`src/rtl/seq_divider_16by8.sv`:
```
// Sequential unsigned restoring divider, one quotient bit per clock.
// Valid/ready handshake on operands and on the result.
module seq_divider_16by8 #(
  parameter int DIVIDEND_W = 16,
  parameter int DIVISOR_W  = 8
) (
  input  logic                  clk,
  input  logic                  rst,
  input  logic                  in_valid,
  output logic                  in_ready,
  input  logic [DIVIDEND_W-1:0] dividend,
  input  logic [DIVISOR_W-1:0]  divisor,
  output logic                  out_valid,
  input  logic                  out_ready,
  output logic [DIVIDEND_W-1:0] quotient,
  output logic [DIVISOR_W-1:0]  remainder,
  output logic                  div_by_zero,
  output logic                  quot_ovf
);

  localparam int CW = $clog2(DIVIDEND_W);
  localparam int RW = DIVISOR_W + 1;

  typedef enum logic [1:0] {
    IDLE = 2'd0,
    CALC = 2'd1,
    DONE = 2'd2
  } state_t;

  state_t                state;
  state_t                state_next;

  logic [DIVIDEND_W-1:0] q;
  logic [DIVISOR_W-1:0]  d;
  logic [RW-1:0]         r;
  logic [CW-1:0]         cnt;

  logic [RW-1:0]         t;
  logic [RW-1:0]         diff;
  logic                  ge;
  logic [RW-1:0]         r_step;
  logic [DIVIDEND_W-1:0] q_step;
  logic                  zero_div;
  logic                  last;

  assign in_ready  = (state == IDLE);
  assign out_valid = (state == DONE);
  assign zero_div  = (divisor == '0);
  assign last      = (cnt == '0);

  // One restoring step: shift in the next dividend bit, trial-subtract.
  // A set top bit of R means the shifted value already exceeds D.
  always_comb begin
    t      = {r[DIVISOR_W-1:0], q[DIVIDEND_W-1]};
    diff   = t - {1'b0, d};
    ge     = r[DIVISOR_W] | (t >= {1'b0, d});
    r_step = t;
    q_step = {q[DIVIDEND_W-2:0], 1'b0};
    if (ge) begin
      r_step = diff;
      q_step = {q[DIVIDEND_W-2:0], 1'b1};
    end
  end

  // State register.
  always_ff @(posedge clk or posedge rst) begin
    if (rst) begin
      state <= IDLE;
    end else begin
      state <= state_next;
    end
  end

  // Next-state logic for the handshake and iteration sequence.
  always_comb begin
    state_next = state;
    unique case (state)
      IDLE: begin
        if (in_valid) begin
          state_next = zero_div ? DONE : CALC;
        end
      end
      CALC: begin
        if (last) begin
          state_next = DONE;
        end
      end
      DONE: begin
        if (out_ready) begin
          state_next = IDLE;
        end
      end
      default: state_next = IDLE;
    endcase
  end

  // Working registers: operand capture and per-cycle iteration.
  always_ff @(posedge clk or posedge rst) begin
    if (rst) begin
      q   <= '0;
      d   <= '0;
      r   <= '0;
      cnt <= '0;
    end else begin
      unique case (state)
        IDLE: begin
          if (in_valid) begin
            q   <= dividend;
            d   <= divisor;
            r   <= '0;
            cnt <= CW'(DIVIDEND_W - 1);
          end
        end
        CALC: begin
          q   <= q_step;
          r   <= r_step;
          cnt <= cnt - CW'(1);
        end
        default: ;
      endcase
    end
  end

  // Result registers: written once per operation, held until next result.
  always_ff @(posedge clk or posedge rst) begin
    if (rst) begin
      quotient    <= '0;
      remainder   <= '0;
      div_by_zero <= 1'b0;
      quot_ovf    <= 1'b0;
    end else begin
      unique case (state)
        IDLE: begin
          if (in_valid && zero_div) begin
            quotient    <= '1;
            remainder   <= dividend[DIVISOR_W-1:0];
            div_by_zero <= 1'b1;
            quot_ovf    <= 1'b1;
          end
        end
        CALC: begin
          if (last) begin
            quotient    <= q_step;
            remainder   <= r_step[DIVISOR_W-1:0];
            div_by_zero <= 1'b0;
            quot_ovf    <= |q_step[DIVIDEND_W-1:DIVISOR_W];
          end
        end
        default: ;
      endcase
    end
  end

endmodule

```
`config.mk`:
```
export PLATFORM = sky130hd
export DESIGN_NAME = seq_divider_16by8
export DESIGN_NICKNAME = d
export VERILOG_FILES = /design/src/rtl/seq_divider_16by8.sv
export SDC_FILE = /design/constraint.sdc
export NUM_CORES = 1
export LEC_CHECK = 0
export BUFFER_PORTS_ARGS = -buffer_cell sky130_fd_sc_hd__buf_2
export CAP_MARGIN = 10
export CORE_MARGIN = 2
export CORE_UTILIZATION = 50
export DETAILED_ROUTE_END_ITERATION = 12
export PLACE_DENSITY = 0.72
export SETUP_SLACK_MARGIN = 0.05
export SYNTH_ARGS = -nofsm -noshare
export SYNTH_HDL_FRONTEND = slang
export SYNTH_SLANG_ARGS = --single-unit
export TNS_END_PERCENT = 10
```
`constraint.sdc`:
```
create_clock -name clk -period 4 [get_ports clk]
set_input_delay 0.6 -clock clk [delete_from_list [all_inputs] [get_ports clk]]
set_output_delay 0.6 -clock clk [all_outputs]
set_load 0.01 [all_outputs]
```
-- Word level (Yosys, flattened, before mapping)
Index checks and enable logic that the tools add are counted.
- latch bits: 0
- flip-flop bits (word level): 65
- memory bits (read-only): 0
- bits of input ports: 28
- memories kept: 0
- logic and storage cells: 53
- RAM bits: 0
- eq/ne operators: 6
- shift operators: 0
- bitwise logic cells: 1
- reduce and logical (&&, ||, !) cells: 10
- order comparisons: 1
- add/subtract/negate cells: 2
- muxes and demuxes: 24
- div/mod/pow operators: 0
- multiply operators: 0
- operator list (operator ; count):
    $pmux 16 s2 ; 2
    $mux 16 ; 3
    $mux 9 ; 2
    $pmux 9 s2 ; 1
    $mux 8 ; 2
    $pmux 8 s2 ; 1
    $ge 9x8->1 ; 1
    $sub 9x8->9 ; 1
    $logic_not 8->1 ; 1
    $mux 2 ; 4
    $pmux 4 s2 ; 1
    $reduce_or 8->1 ; 1
    $pmux 2 s3 ; 1
    $reduce_and 3->1 ; 2
    $logic_not 4->1 ; 1
    $mux 1 ; 4
    $mux 4 ; 1
    $ne 2x1->1 const B ; 2
    $ne 2x2->1 const B ; 2
    $pmux 1 s2 ; 2
    $reduce_and 2->1 ; 2
    $sub 4x1->4 const B ; 1
    $eq 2x1->1 const B ; 1
    $eq 2x2->1 const B ; 1
    other kinds (4) ; 4

-- Logic depth before layout (Yosys ltp)
Gate-level depths: netlist of the first run.
- word-level depth: 5
- gate-level depth with buffers: 9
- depth with buffers taken out: 8

-- Least setup slack after synthesis of the first run
Ideal clock, no wire load.
- path kind: register -> register
- start point: register q[15]
- end point: register r[6]
- data arrival time: 1771 ps
- stages on the path, launching flop included: 9
- setup time: 138 ps
- slack: 2090 ps
- cell sequence: dfrtp_1 > inv_1 > ha_1 > fa_1 > nand2b_1 > a21oi_1 > mux2i_1 > a32o_1 > o211ai_1
- cells in the longest elaborated chain, start to end: 4
- elaborated cells on any way between the ends: 5
- ends and longest elaborated chain (element ; RTL line ; source):
    start: declaration ; 33 ; logic [DIVIDEND_W-1:0] q;
    start signal: assignment ; 108 ; q <= dividend;
    start signal: assignment ; 115 ; q <= q_step;
    $ge 9x8->1 ; 56 ; ge = r[DIVISOR_W] | (t >= {1'b0, d});
    $or 1x1->1 ; 56 ;
    $mux 9 (*) ; 59 ; if (ge) begin
    $pmux 9 s2 (*) ; 105 ; unique case (state)
    end signal: assignment ; 116 ; r <= r_step;
    end: declaration ; 35 ; logic [RW-1:0] r;
Every way passes the cells marked *; elsewhere a longest branch is shown, timed or not.
A chain may end at the register's enable or synchronous reset.

-- Worst setup path after layout of the first run
- start point: register r[4]
- end point: register remainder[4]
- cells in the longest elaborated chain, start to end: 5
- ends and longest elaborated chain (element ; RTL line ; source):
    $ge 9x8->1 ; 56 ;
    $or 1x1->1 ; 56 ;
    $mux 9 ; 59 ;
    $mux 8 ; 142 ; if (last) begin
    $pmux 8 s2 ; 132 ; unique case (state)
    end signal: assignment ; 136 ; remainder <= dividend[DIVISOR_W-1:0];
    end signal: assignment ; 144 ; remainder <= r_step[DIVISOR_W-1:0];
    end: declaration ; 16 ; output logic [DIVISOR_W-1:0] remainder,
Every way passes these cells. The select of a mux whose other input is x is not followed.

==> results.toml, run 1 <==
[logic_synthesis]
async_flop_share = 1.00
synthMuxAreaShare = 0.0710
ys_seq_area_frac = 0.478
synth_area_per_cell_um2 = 9.47
synth_nets = 397
synth_edf_count = 0
ys.warnings.count = 0
synthSimpleGateAreaFrac = 0.174
synthAdderAreaFrac = 0.0390
synth_compound_area_frac = 0.182
synth_top_area_cell = "dfrtp_1"
syn_area_um2 = 3400
postSynthCellCount = 359
yosysTopAreaCellShare = 0.478
synth_top_family_by_area = "compound AO/OA/AOI/OAI gates"
ys.flop_type = "dfrtp_1"
synth_area_leaders = "dfrtp_1 48%, nor2_1 5.3%, nand2_1 4.7%, mux2i_1 4.1%, a21oi_1 3.8%"
synth_seq_cells = 65
synth_xor_area_frac = 0.00773
synth_cell_types = 54

[drt]
vias = 2777
drc = 0
wl_per_cell_um = 15.5
ant_nets = 0
vias_per_cell = 5.61
drtIter0Drc = 230
firstDrtPassIters = 5
wirelength_um = 7680

[placed_design]
numPortBuffers = 55
hpwlAfterDp_um = 5570
place_area_um2 = 3730
place_inst = 479
gp_congestion = 0.897

[die]
die-width_um = 86.5
dieArea_um2 = 7470
pin_count = 56
die_h_um = 86.5
core_area_um2 = 6680
fp-row-count = 30
start_util = 0.509

[layout]
final_common_cell = "dfrtp_1"
fillers = 618
ff_latch_area_um2 = 1630
final_nets = 448
fin_area_um2 = 3920
num_antenna_cells = 0
drive_gt1_frac = 0.229
instances_no_fill = 495
syn2layout_area_growth_pct = 15.4
layout_common_cells = "65 x dfrtp_1, 55 x buf_2, 48 x nor2_1"
multiInputGateArea_um2 = 1630

[clocking]
cts.path.max_buffers = 2
cts-resized-gates = 0
numCtsBuffers = 9
cts_sinks = 65
post_cts_buffers = 0
cts_tree = "built"
cts_hold_buf = 0
cts-root-buf = "clkbuf_8"
clk_pin_slew_ns = 0.07
clock_latency_ns = 0.34
htree_levels = 3

[sta]
maxSlewHeadroom = 0.287
hold_slack_ns = 0.485
hold_violations = 0
finalSetupViolations = 0
worstMarginPinSlew_ns = 1.07
min_period_ns = 2.34
clock-skew-final_ns = 0.00782
finalSetupTns_ns = 0
rsz0062_at_grt = "false"
fmax_mhz = 428
finalMaxSlewViolations = 0
post-route-period-util = 0.584

[power_and_ir_drop]
ir_drop_mv = 0.503
power_density_nw_per_um2 = 937
power_mw = 3.68
power_leakage_nw = 1.73

[global_routing]
grt.overflow.total = 0
grt_pass1_wl_um = 13000
antenna_found_initial = 0
grt_pass1_vias = 2614
grt_start_max_net_pins = 52
track_usage = 0.225

[setup_path]
critPathRequiredTime_ns = 4.26
path_class = "reg -> reg"
crit_path_end_kind = "flip-flop"
worstPathMaxFanout = 13
startpoint_type = "flip-flop"
worst-endpoint-arrival_ns = 2.60

[min_path]
hold_path.class = "reg -> reg"

[outcome]
status = "completed"

[run]
drv_cap = 0
-- flip-flops by register name, summed over array words and instances (netlist names) --
| register | flops |
|---|---|
| quot_ovf | 1 |
| state | 2 |
| cnt | 4 |
| remainder | 8 |
| quotient | 16 |
| d | 8 |
| r | 9 |
| div_by_zero | 1 |
| q | 16 |
-- Yosys cell counts (4+ instances only) --
cell and instances:
dfrtp_1 65, nor2_1 48, nand2_1 43, a21oi_1 26
o21ai_0 17, inv_1 16, mux2i_1 14, ha_1 9
mux2_2 9, buf_2 8, nand3_1 8, a21o_1 7
clkbuf_1 7, nand4_1 6, nor4_1 6, nor3_1 5
a41oi_1 4, and2_1 4, buf_4 4
-- layer usage --
metal	wire length (um)	vias up	track usage
li1	-	1377	-
met1	3700	1307	0.343
met2	3430	83	0.318
met3	451	10	0.0410
met4	102	0	0.0824
met5	0	-	0
-- final timing paths --
path	from	to	slack [ns]	cells after the start
worst min register to register	q[15]	q[15]	0.49	2
worst max-delay path	r[4]	remainder[4]	1.66	5
worst min-delay path	q[15]	q[15]	0.49	2
max in group asynchronous	rst	q[6]	2.69	3
worst max register to register	r[4]	remainder[4]	1.66	5
min in group asynchronous	rst	remainder[3]	0.51	2
-- power breakdown --
part           internal [mW]  switching (mW)
clock network          0.290           0.260
logic                  0.794            1.12
registers              0.970           0.244
-- worst max-delay path, cell delays in order, from the launching register on --
cell      delay [ns]
dfrtp_1         0.44
ha_1            0.46
nand2_1         0.19
o31a_1          0.49
a2111o_1        0.54
a41oi_2         0.15
-- per-stage QoR --
stage          utilization  worst slack [ns]
6_report             0.587              1.66
5_1_grt              0.587              1.43
4_1_cts              0.587              1.71
3_5_place_dp         0.558              1.53
3_3_place_gp         0.558              1.61
2_1_floorplan            -              1.77
-- layout make-up --
type,instances,share of cell area
Multi-Input combinational cell,258,0.415
Sequential cell,65,0.415
Timing Repair Buffer,60,0.0797
Clock buffer,10,0.0325
Tap cell,80,0.0255
Clock inverter,6,0.0175
Inverter,16,0.0153
-- cell families after synthesis --
logic type / after synthesis
xor+xnor: 3
simple gates: 132
fa+ha+maj: 10
mux: 23
buf+inv: 36
flops: 65
compound gates: 90
Power figures use the tool's default switching activity.
==> run 2: changes to the inputs <==
Settings changed: PLACE_DENSITY 0.72 to 0.75.
Clock period 4 ns to 2.05 ns, I/O delays scaled along.
==> run 2 against run 1 <==
Via count increased by 7.7%. Clock skew rose by 0.0036 ns. Setup slack worse by 1.6 ns. Critical endpoint unchanged. Largest cell class unchanged.
==> results.toml, run 2 (same netlist as run 1, synthesis figures left out) <==
[layout]
instances_no_fill = 522
syn2layout_area_growth_pct = 27.8
final_nets = 475
top_regs = "q: 16 flops, quotient: 16 flops, r: 9 flops"
fillers = 557
num_antenna_cells = 0
drive_gt1_frac = 0.319
ff_latch_area_um2 = 1630
multiInputGateArea_um2 = 1760
final_common_cell = "dfrtp_1"
layout_common_cells = "64 x dfrtp_1, 55 x buf_2, 48 x nor2_1"

[setup_path]
critPathRequiredTime_ns = 2.32
slowest_stage = "a2111o_1"
regToRegStartpoint = "r[3]"
startpoint_type = "flip-flop"
ff2ff_setup_slack_ns = 0.05
cpPeakStageDelay_ns = 0.46
crit_path_end_kind = "flip-flop"
path_class = "reg -> reg"
worstPathCellList = "ha_4 > nand3_2 > o21bai_4 > a31o_4 > a2111o_1 > a41oi_2"
worst-endpoint-arrival_ns = 2.27
critPathLaunch = "r[3]"
worstPathMaxFanout = 13

[placed_design]
hpwlAfterDp_um = 5900
place_inst = 505
gp_congestion = 0.941
numPortBuffers = 55
pre_cts_slack_ns = -0.0352

[global_routing]
grt_start_max_net_pins = 66
track_usage = 0.243
antenna_found_initial = 0
grt.overflow.total = 0
grt_pass1_vias = 2860
grt_pass1_wl_um = 14100

[clocking]
cts-root-buf = "clkbuf_8"
cts_sinks = 65
numCtsBuffers = 9
cts.path.max_buffers = 2
cts_tree = "built"
htree_levels = 3
clk_pin_slew_ns = 0.08
clock_latency_ns = 0.35

[die]
start_util = 0.509
die-width_um = 86.5
pin_count = 56
fp-row-count = 30
core_area_um2 = 6680
die_h_um = 86.5
dieArea_um2 = 7470

[power_and_ir_drop]
power_mw = 8.45
ir_drop_mv = 1.28
power_leakage_nw = 1.92
power_density_nw_per_um2 = 1940

[drt]
drtIter0Drc = 162
ant_nets = 0
vias = 2991
drc = 0
firstDrtPassIters = 5
vias_per_cell = 5.73
wl_per_cell_um = 16.5
wirelength_um = 8610

[sta]
worstMarginPinSlew_ns = 0.406
finalWorstSetupSlack_ns = 0.0502
post-route-period-util = 0.975
hold_slack_ns = 0.0186
rsz0062_at_grt = "true"
min_period_ns = 2.00
fmax_mhz = 500
maxSlewHeadroom = 0.728
hold_violations = 0
finalMaxSlewViolations = 0
finalSetupViolations = 0
clock-skew-final_ns = 0.0115

[run]
drv_cap = 0

[outcome]
status = "completed"

[min_path]
hold_path.class = "in -> async"
## run 2: changes by cell type in the layout (fill, tap and decap cells not counted), sizes merged
cell and change:
buf +27, inv +3, clkinv -2, clkbuf -1
clkinvlp -1, bufinv +1
## run 2: cell type report
type,instances,area share
multi-input combinational,258,0.406
tap,80,0.0230
clock buffer,9,0.0285
inverter,16,0.0138
sequential,65,0.375
timing repair buffer,87,0.131
clock inverter,7,0.0230
## run 2: final timing paths
path | endpoint | cells after the start
worst max-delay path | remainder[4] | 6
worst max register to register | remainder[4] | 6
min in group clk | d[3] | 2
worst min register to register | div_by_zero | 1
max in group asynchronous | q[9] | 3
worst min-delay path | r[2] | 3
## run 2: critical path, delay by kind of cell (launching register included)
family          cells  cell delay, ns
flops               1            0.44
compound gates      4            1.10
fa+ha+maj           1            0.30
simple gates        1            0.08
## run 2: routing by layer
| metal | vias up | share of wire | GRT usage |
|---|---|---|---|
| met5 | - | 0 | 0 |
| li1 | 1436 | - | - |
| met2 | 111 | 0.45 | 0.360 |
| met4 | 0 | 0.023 | 0.0994 |
| met1 | 1421 | 0.46 | 0.343 |
| met3 | 23 | 0.068 | 0.0619 |
## run 2: where the power goes
group / switching [mW] / internal, mW
logic: 2.61 / 2.23
clock network: 0.543 / 0.697
registers: 0.472 / 1.89
## run 2: through the flow
| stage | setup TNS (ns) | util | cell area, um^2 |
|---|---|---|---|
| finish | 0 | 0.650 | 4350 |
| global route | -0.0510 | 0.650 | 4350 |
| CTS | 0 | 0.635 | 4240 |
| detailed placement | -0.0922 | 0.595 | 3970 |
| global placement | 0 | 0.595 | 3970 |
| floorplan | 0 | - | 3400 |
## run 2: repair_timing
| item | 4_1_cts | 5_1_grt |
|---|---|---|
| endpoints found under the setup margin | 12 | 19 |
| endpoints found under the hold margin | 0 | 0 |
| buffers inserted | 0 | 1 |
| resized for setup | 10 | 15 |
| pin swaps | 1 | 4 |
| hold buffers | 0 | 0 |
==> run 3: changes to the inputs <==
Settings changed: ABC_AREA set to 1, CORE_UTILIZATION 50 to 51, PLACE_DENSITY 0.75 to 0.76.
==> run 3 against run 2 <==
Core utilization down 2.4 points. Via count up 0.37%. Clock-buffer cell count up 2. Cell area down 7.9%. Maximum frequency up 4.2%. Critical path depth up 3. Wire length down 11%. Global-route usage down 2.1 points. Final cell count up 9.4%. Critical endpoint is now remainder[2]. Largest cell class is now sequential cells. Largest power group unchanged. Highest routed layer unchanged.
==> results.toml, run 3 <==
[outcome]
status = "completed"

[setup_path]
cpPeakStageDelay_ns = 0.41
critPathRequiredTime_ns = 2.33
path_buf_inv = 2
worstPathCellList = "ha_1 > nand2_1 > nor2_2 > a21oi_4 > buf_4 > nand4_1 > nand3_1 > nand2_1 > inv_1"
critPathTopFamily = "simple AND/OR/NAND/NOR gates"
cp_common_cell = "nand2_1"
worstPathMaxFanout = 7
path_class = "reg -> reg"
crit_path_end_kind = "flip-flop"
worst-endpoint-arrival_ns = 2.20
startpoint_type = "flip-flop"
slowest_stage = "dfrtp_1"

[global_routing]
grt_start_max_net_pins = 66
grt.overflow.total = 0
grt_pass1_wl_um = 12900
grt_pass1_vias = 2835
antenna_found_initial = 0
track_usage = 0.222

[layout]
final_common_cell = "nand2_1"
fillers = 569
layout_common_cells = "84 x nand2_1, 71 x inv_1, 65 x dfrtp_1"
postLayoutCoreUtil = 0.626
multiInputGateArea_um2 = 1450
num_antenna_cells = 0
top_regs = "q: 16 flops, quotient: 16 flops, r: 9 flops"
syn2layout_area_growth_pct = 18.0
drive_gt1_frac = 0.200
ff_latch_area_um2 = 1630
final_nets = 527

[clocking]
cts_hold_buf = 0
clk_pin_slew_ns = 0.08
cts.path.max_buffers = 2
cts_sinks = 65
numCtsBuffers = 9
htree_levels = 3
clock_latency_ns = 0.34
cts_tree = "built"
cts-root-buf = "clkbuf_8"

[power_and_ir_drop]
pwr-share-clk = 0.127
internal_power_mw = 3.88
power_leakage_nw = 2.06
power_density_nw_per_um2 = 1850
ir_drop_mv = 0.921
swShare = 0.474
pwr-share-seq = 0.296
p_sw_mw = 3.50
p_comb_frac = 0.577

[logic_synthesis]
synth_edf_count = 0
ys.warnings.count = 0
synth_nets = 464
ys_seq_area_frac = 0.480
postSynthCellCount = 426
synth_compound_area_frac = 0.128
synth_top_family_by_area = "simple AND/OR/NAND/NOR gates"
yosysTopAreaCellShare = 0.480
synth_seq_cells = 65
synthMuxAreaShare = 0
ys.flop_type = "dfrtp_1"
synth.most_common_cell = "nand2_1"
synthSimpleGateAreaFrac = 0.237
synth_area_per_cell_um2 = 7.96
synth_cell_types = 30
async_flop_share = 1.00
synthAdderAreaFrac = 0.0391
synth_xor_area_frac = 0.00775
synth_top_area_cell = "dfrtp_1"
syn_area_um2 = 3390
synth_commonest_cells = "85 x nand2_1, 72 x inv_1, 65 x dfrtp_1"
synth_area_leaders = "dfrtp_1 48%, nand2_1 9.4%, inv_1 8.0%, o21ai_0 5.8%, nand3_1 4.6%"

[sta]
post-route-period-util = 0.936
worstMarginPinSlew_ns = 0.514
finalSetupViolations = 0
finalMaxSlewViolations = 0
min_period_ns = 1.92
rsz0062_at_grt = "true"
finalSetupTns_ns = 0
clock-skew-final_ns = 0.00694
maxSlewHeadroom = 0.657
fmax_mhz = 521
hold_violations = 0
finalWorstSetupSlack_ns = 0.131

[die]
fp-row-count = 29
start_util = 0.531
dieArea_um2 = 7320
die-width_um = 85.5
pin_count = 56
die_h_um = 85.5
core_area_um2 = 6390

[drt]
drc = 0
vias_per_cell = 5.26
vias = 3002
ant_nets = 0
wl_per_cell_um = 13.4
drtIter0Drc = 182
firstDrtPassIters = 4
wirelength_um = 7630

[placed_design]
numPortBuffers = 55
hpwlAfterDp_um = 5410
pre_cts_slack_ns = 0.139
gp_congestion = 0.871

[run]
drv_cap = 0

[min_path]
hold_path.class = "in -> async"
[run 3: changes by cell type after synthesis, moves of 10 or more]
cell	before	now
nand3_1	8	31
inv_1	16	72
a21oi_1	26	4
nand2_1	43	85
nor2_1	48	38
a31oi_1	3	14
o21ai_0	17	39
mux2i_1	14	0
[run 3: power groups by stage]
| stage | clock [mW] | sequential (mW) | combinational [mW] |
|---|---|---|---|
| 2_1_floorplan | 0 | 2.25 | 2.89 |
| 3_3_place_gp | 0 | 2.18 | 3.91 |
| 3_5_place_dp | 0 | 2.21 | 3.96 |
| 4_1_cts | 0.950 | 2.19 | 4.00 |
| 5_1_grt | 1.01 | 2.27 | 4.81 |
| 6_report | 0.938 | 2.19 | 4.26 |
[run 3: kinds of logic after synthesis]
| group | count (synthesis) |
|---|---|
| AND/OR/NAND/NOR | 183 |
| flip-flops | 65 |
| adder cells (fa/ha/maj) | 10 |
| AO/OA/AOI/OAI | 74 |
| buffers and inverters | 91 |
| XOR/XNOR | 3 |
[run 3: layout make-up]
class                           count  area share
Multi-Input combinational cell    272       0.361
Inverter                           74      0.0694
Tap cell                           77      0.0241
Timing Repair Buffer               67      0.0976
Clock buffer                       11      0.0328
Sequential cell                    65       0.407
Clock inverter                      5     0.00813
[run 3: routing by layer]
layer | track usage | routed length [um]
met5 | 0 | 0
met4 | 0.0693 | 91
met3 | 0.0462 | 479
met2 | 0.341 | 3400
met1 | 0.320 | 3660
[run 3: worst reg2reg max path: stages (launching register included)]
cell and delay, ns:
dfrtp_1 0.41, ha_1 0.35, nand2_1 0.17, nor2_2 0.08, a21oi_4 0.25, buf_4 0.19, nand4_1 0.16, nand3_1 0.15
nand2_1 0.05, inv_1 0.05
[run 3: final timing paths]
check,cells after the start,slack (ns),end,start
max in group asynchronous,3,1.75,quot_ovf,rst
min,3,0.03,state[0],rst
min reg2reg,2,0.48,quotient[0],quotient[0]
min in group clk,2,0.13,state[1],out_ready
max reg2reg,9,0.13,remainder[2],r[4]
max,9,0.13,remainder[2],r[4]
[run 3: what timing repair did]
| item | 4_1_cts | 5_1_grt |
|---|---|---|
| endpoints found under the setup margin | 0 | 9 |
| setup buffers | 0 | 2 |
| resized for setup | 0 | 9 |
[run 3: through the flow]
step	cells	hold WS [ns]	area, um^2	power [mW]
after CTS	567	0.0424	3930	7.13
after floorplan	426	0.394	3390	5.13
after detailed placement	551	0.408	3770	6.17
after global placement	551	0.401	3770	6.09
final	571	0.0262	4000	7.39
after global routing	571	0.0555	4000	8.09
